--- config.mk ---
export PLATFORM = sky130hd
export DESIGN_NAME = cbs_conv_sequencer
export DESIGN_NICKNAME = d
export VERILOG_FILES = /design/src/rtl/cbs_pkg.sv /design/src/rtl/cbs_frame_buf.sv /design/src/rtl/cbs_conv_sequencer.sv
export SDC_FILE = /design/constraint.sdc
export NUM_CORES = 1
export LEC_CHECK = 0
export CAP_MARGIN = 5
export CORE_MARGIN = 2
export CORE_UTILIZATION = 45
export DETAILED_ROUTE_END_ITERATION = 10
export HOLD_SLACK_MARGIN = 0.1
export PLACE_DENSITY = 0.68
export REMOVE_ABC_BUFFERS = 1
export SYNTH_ARGS = -nofsm -noshare
export SYNTH_HDL_FRONTEND = slang
export SYNTH_SLANG_ARGS = --single-unit
--- constraint.sdc ---
create_clock -name clk -period 12.35 [get_ports clk]
set_input_delay 1.8525 -clock clk [delete_from_list [all_inputs] [get_ports clk]]
set_output_delay 1.8525 -clock clk [all_outputs]
set_load 0.01 [all_outputs]
--- src/rtl/cbs_pkg.sv ---
// rtl/cbs_pkg.sv - shared constants, FSM encodings and window layout helper for the conv sequencer
package cbs_pkg;

  localparam int DEF_IMG_W = 5;
  localparam int DEF_IMG_H = 5;
  localparam int DEF_RES_W = 16;

  localparam logic [2:0] S_IDLE    = 3'd0;
  localparam logic [2:0] S_LOAD    = 3'd1;
  localparam logic [2:0] S_ISSUE   = 3'd2;
  localparam logic [2:0] S_CAPTURE = 3'd3;
  localparam logic [2:0] S_EMIT    = 3'd4;
  localparam logic [2:0] S_FIN     = 3'd5;

  // LSB of the byte for window row i, column k; row 0 / column 0 sit in the top byte.
  function automatic int dp_img_lsb(input int i, input int k);
    return 88 - 32 * i - 8 * k;
  endfunction

endpackage

--- src/rtl/cbs_frame_buf.sv ---
// rtl/cbs_frame_buf.sv - frame store with raster write port and zero-padded 3x4 window read
module cbs_frame_buf
  import cbs_pkg::*;
#(
  parameter int IMG_W = DEF_IMG_W,
  parameter int IMG_H = DEF_IMG_H,
  parameter int AW    = $clog2(IMG_W * IMG_H)
) (
  input  logic          clk,
  input  logic          we,
  input  logic [AW-1:0] waddr,
  input  logic [7:0]    wdata,
  input  logic [7:0]    row,
  input  logic [7:0]    col,
  output logic [95:0]   window
);

  logic [7:0] mem [IMG_W*IMG_H];

  always_ff @(posedge clk) begin
    if (we) mem[waddr] <= wdata;
  end

  genvar i, k;
  generate
    for (i = 0; i < 3; i++) begin : g_row
      for (k = 0; k < 4; k++) begin : g_col
        logic [8:0] rr;
        logic [8:0] cc;
        assign rr = {1'b0, row} + 9'(i);
        assign cc = {1'b0, col} + 9'(k);
        // The right-hand window of the last pass can run past the frame edge.
        assign window[dp_img_lsb(i, k) +: 8] =
          (cc < 9'(IMG_W) && rr < 9'(IMG_H)) ? mem[AW'(32'(rr) * IMG_W + 32'(cc))] : 8'h00;
      end
    end
  endgenerate

endmodule

--- src/rtl/cbs_conv_sequencer.sv ---
// rtl/cbs_conv_sequencer.sv - buffers a frame and walks it through the dual-window 3x3 datapath
module cbs_conv_sequencer
  import cbs_pkg::*;
#(
  parameter int IMG_W = DEF_IMG_W,
  parameter int IMG_H = DEF_IMG_H,
  parameter int RES_W = DEF_RES_W
) (
  input  logic               clk,
  input  logic               rst_n,
  input  logic               start,
  input  logic [71:0]        filter_in,
  output logic               busy,
  output logic               done,
  input  logic               pix_valid,
  output logic               pix_ready,
  input  logic [7:0]         pix_data,
  output logic [71:0]        dp_filter,
  output logic [95:0]        dp_img,
  input  logic [RES_W-1:0]   dp_res1,
  input  logic [RES_W-1:0]   dp_res2,
  output logic               out_valid,
  input  logic               out_ready,
  output logic [2*RES_W-1:0] out_data,
  output logic [1:0]         out_mask,
  output logic [7:0]         out_row,
  output logic [7:0]         out_col
);

  localparam int         NPIX = IMG_W * IMG_H;
  localparam int         AW   = $clog2(NPIX);
  localparam logic [8:0] OW   = 9'(IMG_W - 2);
  localparam logic [8:0] OH   = 9'(IMG_H - 2);

  logic [2:0]    state;
  logic [AW-1:0] pix_cnt;
  logic [7:0]    r;
  logic [7:0]    c;
  logic [95:0]   window;
  logic [8:0]    c_next;
  logic          pix_we;

  assign pix_we    = pix_valid && (state == S_LOAD);
  assign c_next    = {1'b0, c} + 9'd2;
  assign busy      = (state != S_IDLE);
  assign pix_ready = (state == S_LOAD);
  assign out_valid = (state == S_EMIT);
  assign done      = (state == S_FIN);

  cbs_frame_buf #(.IMG_W(IMG_W), .IMG_H(IMG_H), .AW(AW)) u_frame_buf (
    .clk    (clk),
    .we     (pix_we),
    .waddr  (pix_cnt),
    .wdata  (pix_data),
    .row    (r),
    .col    (c),
    .window (window)
  );

  always_ff @(posedge clk or negedge rst_n) begin
    if (!rst_n) begin
      state     <= S_IDLE;
      pix_cnt   <= '0;
      r         <= '0;
      c         <= '0;
      dp_filter <= '0;
      dp_img    <= '0;
      out_data  <= '0;
      out_mask  <= '0;
      out_row   <= '0;
      out_col   <= '0;
    end else begin
      case (state)
        S_IDLE: if (start) begin
          dp_filter <= filter_in;
          pix_cnt   <= '0;
          r         <= '0;
          c         <= '0;
          state     <= S_LOAD;
        end
        S_LOAD: if (pix_valid) begin
          if (pix_cnt == AW'(NPIX - 1)) begin
            r     <= '0;
            c     <= '0;
            state <= S_ISSUE;
          end else begin
            pix_cnt <= pix_cnt + AW'(1);
          end
        end
        S_ISSUE: begin
          dp_img <= window;
          state  <= S_CAPTURE;
        end
        // Datapath is combinational on dp_img, so results are settled by the end of this cycle.
        S_CAPTURE: begin
          out_data <= {dp_res1, dp_res2};
          out_mask <= {1'b1, (({1'b0, c} + 9'd1) < OW)};
          out_row  <= r;
          out_col  <= c;
          state    <= S_EMIT;
        end
        S_EMIT: if (out_ready) begin
          if (c_next >= OW) begin
            c <= '0;
            r <= r + 8'd1;
            state <= (({1'b0, r} + 9'd1) == OH) ? S_FIN : S_ISSUE;
          end else begin
            c     <= c_next[7:0];
            state <= S_ISSUE;
          end
        end
        S_FIN:   state <= S_IDLE;
        default: state <= S_IDLE;
      endcase
    end
  end

endmodule

==> results.sh, run 1 <==
export IMPL_syn_inst=2455
export IMPL_slew_headroom=0.1035
export IMPL_use_met1=0.4360
export IMPL_io_pins=339
export IMPL_ys_warnings_count=0
export IMPL_die_area_um2=69970
export IMPL_worstPathArrival_ns=5.90
export IMPL_async_reset_ff_frac=0.5455
export IMPL_final_setup_worst_slack_ns=6.902
export IMPL_num_fill_cells=5396
export IMPL_die_h_um=264.5
export IMPL_grt_pass1_vias=24380
export IMPL_core_area_um2=67160
export IMPL_die_x_um=264.5
export IMPL_synth_cell_area_um2=30540
export IMPL_drt_first_iter_violations=3724
export IMPL_avgViaCountPerCell=6.877
export IMPL_rsz0062_at_grt="no"
export IMPL_maxCapViolations=0
export IMPL_outcome="finished, final reports clean"
export IMPL_tightestPinTransition_ns=1.340
export IMPL_drcViolationCount=0
export IMPL_met2_usage=0.5203
export IMPL_wire_per_inst_um=33.61
export IMPL_h_tree_depth=2
export IMPL_clockBufferDepth=3
export IMPL_grt_max_degree=159
export IMPL_clkTransAtPathRegs_ns=0.07
export IMPL_multi_input_area_um2=17870
export IMPL_cp_endpoint="dp_img[46]"
export IMPL_r2r_end="dp_img[46]"
export IMPL_utilization=0.5490
export IMPL_io_buffers=337
export IMPL_nNetsFinal=2913
export IMPL_vdd_drop_max_uv=243.1
export IMPL_min_period_ns=5.448
export IMPL_ys_types=67
export IMPL_hold_viol_final=0
export IMPL_clock_sinks=440
export IMPL_synth_edf_count=200
export IMPL_instances_no_fill=3646
export IMPL_finClkSkew_ns=0.06491
export IMPL_dp_cells=3545
export IMPL_cts_tree="done"
export IMPL_hp_class="reg2reg"
export IMPL_p_per_area_nw_per_um2=309.5
export IMPL_startpoint_type="flip-flop"
export IMPL_area_growth_pct=20.71
export IMPL_post_cts_buffers=0
export IMPL_cts_repair_resized=0
export IMPL_critical_path_class="reg2reg"
export IMPL_dr_pass1_iters=6
export IMPL_detailedPlace_worstSlack_ns=7.016
export IMPL_fmax_ghz=0.1836
export IMPL_gp_congestion=1.000
export IMPL_r2r_start="r[0]"
export IMPL_critical_path_max_fanout=158
export IMPL_whs_ns=0.4653
export IMPL_seqCellArea_um2=12020
export IMPL_syn_area_per_cell_um2=12.44
export IMPL_finalSetupTns_ns=0
export IMPL_antenna_found_initial=7
export IMPL_clk_latency_ns=0.66
export IMPL_synth_ff_type="dfrtp_1"
export IMPL_drv_slew=0
export IMPL_dp_hpwl_um=83310
export IMPL_num_rows=95
export IMPL_grt_overflow=0
export IMPL_rr_worst_depth=12
export IMPL_setup_viol=0
export IMPL_post_route_period_util=0.4411
export IMPL_grt_first_pass_wirelength_um=175300
export IMPL_worstPathRequired_ns=12.81
export IMPL_ff2ff_setup_slack_ns=6.90
export IMPL_initial_core_util=0.4548
export IMPL_mostFrequentLayoutCells="clkdlybuf4s50_1, mux4_2, nand2_1, dfrtp_1, edfxtp_1"
export IMPL_worstSetupEndpointType="flip-flop"
export IMPL_gr_usage_met3=0.1257
export IMPL_ys_ff_latch=440
export IMPL_final_common_cell="clkdlybuf4s50_1"
export IMPL_drive_gt1_frac=0.2524
export IMPL_num_vias=25070
export IMPL_cts_root_buf="clkbuf_16"
export IMPL_cts_buffers=51
export IMPL_postRouteAntennaNets=0
export IMPL_grt_busiest_layer="met2"
export IMPL_drt_total_wl_um=122600
export IMPL_cp_startpoint="r[0]"
export IMPL_holdBufCountCts=0
export IMPL_yosysSeqAreaShare=0.3933
export IMPL_power_leakage_nw=13.53
export IMPL_grt_usage=0.3485
-- worst min-delay path by stage --
stage                startpoint          end  cells after the start
floorplan           out_mask[1]  out_mask[1]                      1
global placement    out_mask[1]  out_mask[1]                      1
detailed placement  out_mask[1]  out_mask[1]                      1
CTS                 out_mask[1]  out_mask[1]                      1
global route        out_mask[1]  out_mask[1]                      1
finish              out_mask[1]  out_mask[1]                      1
-- cell families after synthesis --
group,Yosys count,synth area share
other cells,2,0.0002459
compound gates,439,0.08816
buf+inv,242,0.03425
simple gates,536,0.07513
mux,653,0.3495
fa+ha+maj,70,0.03138
xor+xnor,73,0.02806
flops,440,0.3933
-- area by class of cell --
type	count	share of cell area
antenna	4	0.0002715
clock buffer	72	0.04011
clock inverter	24	0.008077
inverter	57	0.005803
multi-input combinational	1774	0.4848
sequential	440	0.3259
tap	873	0.02963
timing repair buffer	402	0.1054
-- critical path, stage by stage, from the launching register on --
cell and delay, ns:
dfrtp_4 0.96, buf_12 0.75, nand2_1 0.28, xnor2_1 0.41, ha_1 0.31, ha_1 0.38
ha_1 0.35, o21ai_0 0.10, nand2b_1 0.15, xnor3_1 0.87, mux2_2 0.41, mux2i_1 0.13
o21ai_0 0.09
-- routing by layer --
| layer | vias to the layer above | wire length (um) |
|---|---|---|
| met2 | 1995 | 53540 |
| met3 | 463 | 17200 |
| met1 | 12560 | 42870 |
| li1 | 10060 | - |
| met5 | - | 103 |
| met4 | 4 | 8846 |
-- per-stage QoR --
| step | cell area [um^2] | total power (W) |
|---|---|---|
| 2_1_floorplan | 29710 | 0.007154 |
| 3_3_place_gp | 35070 | 0.009512 |
| 5_1_grt | 36860 | 0.01183 |
| 4_1_cts | 36840 | 0.01123 |
| 6_report | 36870 | 0.01141 |
| 3_5_place_dp | 35070 | 0.009618 |
-- cells in the mapped netlist, drive strengths merged (13+ instances only) --
cell | count | area, um^2
mux4 | 310 | 7023
nand2 | 288 | 1081
dfrtp | 240 | 6006
edfxtp | 200 | 6006
mux2 | 175 | 1971
mux2i | 168 | 1682
o21ai | 157 | 785.8
nor2 | 117 | 439.2
clkbuf | 110 | 412.9
a21oi | 99 | 495.5
buf | 75 | 419.2
ha | 59 | 738.2
inv | 57 | 214.0
nand3 | 44 | 220.2
xnor2 | 42 | 491.7
a211oi | 35 | 262.8
o22ai | 26 | 162.7
xor2 | 25 | 219.0
a22o | 18 | 157.7
nor3 | 17 | 90.09
a31oi | 16 | 100.1
a32oi | 16 | 140.1
nor2b | 15 | 93.84
a21o | 14 | 105.1
o211ai | 14 | 110.1
o31ai | 14 | 105.1
nand4 | 13 | 81.33
-- report_power, final --
part	total [W]	internal [W]	leakage [nW]	switching, W
registers	0.00217	0.00189	4.77	0.000282
clock network	0.00160	0.000927	0.859	0.000669
logic	0.00764	0.00342	7.90	0.00422
-- registers in the layout, summed over array words and instances (netlist names), 7 cells and up --
signal / cells
c: 7
out_row: 8
out_data: 32
out_col: 7
r: 8
dp_img: 96
u_frame_buf.mem: 200
dp_filter: 72
No activity file was read; power rests on OpenSTA's default activity.
==> run 2, diff against run 1 <==
Clock period 12.35 ns to 5.38 ns, I/O delays scaled along.
==> results.sh, run 2 (synthesized netlist as in run 1, its figures left out) <==
export IMPL_core_area_um2=67160
export IMPL_finalPower_w=0.02599
export IMPL_initial_core_util=0.4548
export IMPL_hp_class="in2async"
export IMPL_cts_tree="done"
export IMPL_startpoint_type="flip-flop"
export IMPL_wire_per_inst_um=32.56
export IMPL_post_route_period_util=0.8522
export IMPL_gp_congestion=1.007
export IMPL_final_setup_worst_slack_ns=0.7954
export IMPL_largest_register="u_frame_buf.mem"
export IMPL_fmax_ghz=0.2181
export IMPL_cts_root_buf="clkbuf_16"
export IMPL_grt_pass1_vias=24310
export IMPL_drcViolationCount=0
export IMPL_postRouteAntennaNets=0
export IMPL_h_tree_depth=2
export IMPL_io_buffers=337
export IMPL_worstSetupEndpointType="flip-flop"
export IMPL_avgViaCountPerCell=6.747
export IMPL_ff2ff_setup_slack_ns=0.80
export IMPL_drv_slew=0
export IMPL_die_area_um2=69970
export IMPL_num_vias=24750
export IMPL_grt_usage=0.3388
export IMPL_nNetsFinal=2936
export IMPL_antenna_found_initial=7
export IMPL_clkTransAtPathRegs_ns=0.07
export IMPL_dr_pass1_iters=8
export IMPL_num_rows=95
export IMPL_grt_overflow=0
export IMPL_r2r_end="dp_img[36]"
export IMPL_slew_headroom=0.04679
export IMPL_drt_first_iter_violations=3614
export IMPL_setup_viol=0
export IMPL_power_leakage_nw=13.61
export IMPL_drt_total_wl_um=119400
export IMPL_grt_first_pass_wirelength_um=171900
export IMPL_die_x_um=264.5
export IMPL_critical_path_max_fanout=17
export IMPL_tightestPinTransition_ns=1.425
export IMPL_maxCapViolations=0
export IMPL_cts_buffers=51
export IMPL_die_h_um=264.5
export IMPL_grt_max_degree=121
export IMPL_rsz0062_at_grt="no"
export IMPL_rr_worst_depth=11
export IMPL_finClkSkew_ns=0.01975
export IMPL_drive_gt1_frac=0.2551
export IMPL_clockBufferDepth=3
export IMPL_worstPathArrival_ns=5.15
export IMPL_vdd_drop_max_uv=604.6
export IMPL_cts_repair_resized=0
export IMPL_min_period_ns=4.585
export IMPL_worstPathRequired_ns=5.95
export IMPL_outcome="finished, final reports clean"
export IMPL_reg_top3="u_frame_buf.mem: 200 flops, dp_img: 96 flops, dp_filter: 72 flops"
export IMPL_detailedPlace_worstSlack_ns=0.8790
export IMPL_io_pins=339
export IMPL_r2r_start="r[1]"
export IMPL_clock_sinks=440
export IMPL_p_per_area_nw_per_um2=703.2
export IMPL_post_cts_buffers=0
export IMPL_mostFrequentLayoutCells="clkdlybuf4s50_1, mux4_2, nand2_1, dfrtp_1, edfxtp_1"
export IMPL_dp_hpwl_um=83810
export IMPL_area_growth_pct=21.00
export IMPL_hold_viol_final=0
export IMPL_clk_latency_ns=0.63
export IMPL_largest_reg_flops=200
export IMPL_final_common_cell="clkdlybuf4s50_1"
export IMPL_holdBufCountCts=0
export IMPL_cp_startpoint="r[1]"
export IMPL_critical_path_class="reg2reg"
==> run 2: report_power, final <==
part	leakage, nW	total (W)	internal (W)	switching [W]
logic	7.99	0.0174	0.00803	0.00940
registers	4.77	0.00493	0.00434	0.000588
clock network	0.852	0.00364	0.00213	0.00150
total	13.6	0.0260	0.0145	0.0115
==> run 2: worst max-delay path by stage <==
stage	depth (start not counted)	slack [ns]	to
finish	11	0.80	dp_img[36]
global route	11	0.56	dp_img[58]
CTS	11	0.86	dp_img[58]
detailed placement	11	0.88	dp_img[58]
global placement	11	1.03	dp_img[58]
floorplan	8	-11.68	dp_img[32]
==> run 2: per-layer routing <==
metal / wire length (um) / GRT usage / share of wire / up-vias
met5: 0 / 0 / 0 / -
met4: 7942 / 0.1930 / 0.066 / 0
met3: 15090 / 0.09819 / 0.13 / 396
met2: 54710 / 0.5313 / 0.46 / 1900
met1: 41700 / 0.4212 / 0.35 / 12360
li1: - / - / - / 10100
==> run 2: area by class of cell <==
class | count | area (um^2)
inverters | 57 | 214.0
diodes | 4 | 10.01
fillers | 5513 | 30200
well taps | 873 | 1092
flip-flops and latches | 440 | 12020
multi-input cells | 1774 | 17780
repair buffers | 425 | 4105
clock inverters | 21 | 277.8
clock buffers | 74 | 1463
==> run 2: through the flow <==
stage / area [um^2] / utilization / cells / TNS (ns) / hold slack [ns]
after floorplan: 29710 / - / 2271 / -946.61 / 0.5041
after global placement: 35200 / 0.5241 / 3568 / 0 / 0.4519
after detailed placement: 35200 / 0.5241 / 3568 / 0 / 0.4673
after CTS: 36940 / 0.5500 / 3663 / 0 / 0.3017
after global routing: 36950 / 0.5502 / 3666 / 0 / 0.3369
final: 36960 / 0.5503 / 3668 / 0 / 0.2646
==> run 2: critical path: stages (launching register included) <==
cell      delay [ns]
dfrtp_1         0.78
ha_1            0.48
nand2_1         0.19
xnor2_1         0.28
ha_1            0.28
ha_1            0.37
ha_1            0.38
a21oi_1         0.19
xnor3_1         0.21
nand3b_1        0.76
a21oi_1         0.45
a221o_1         0.16
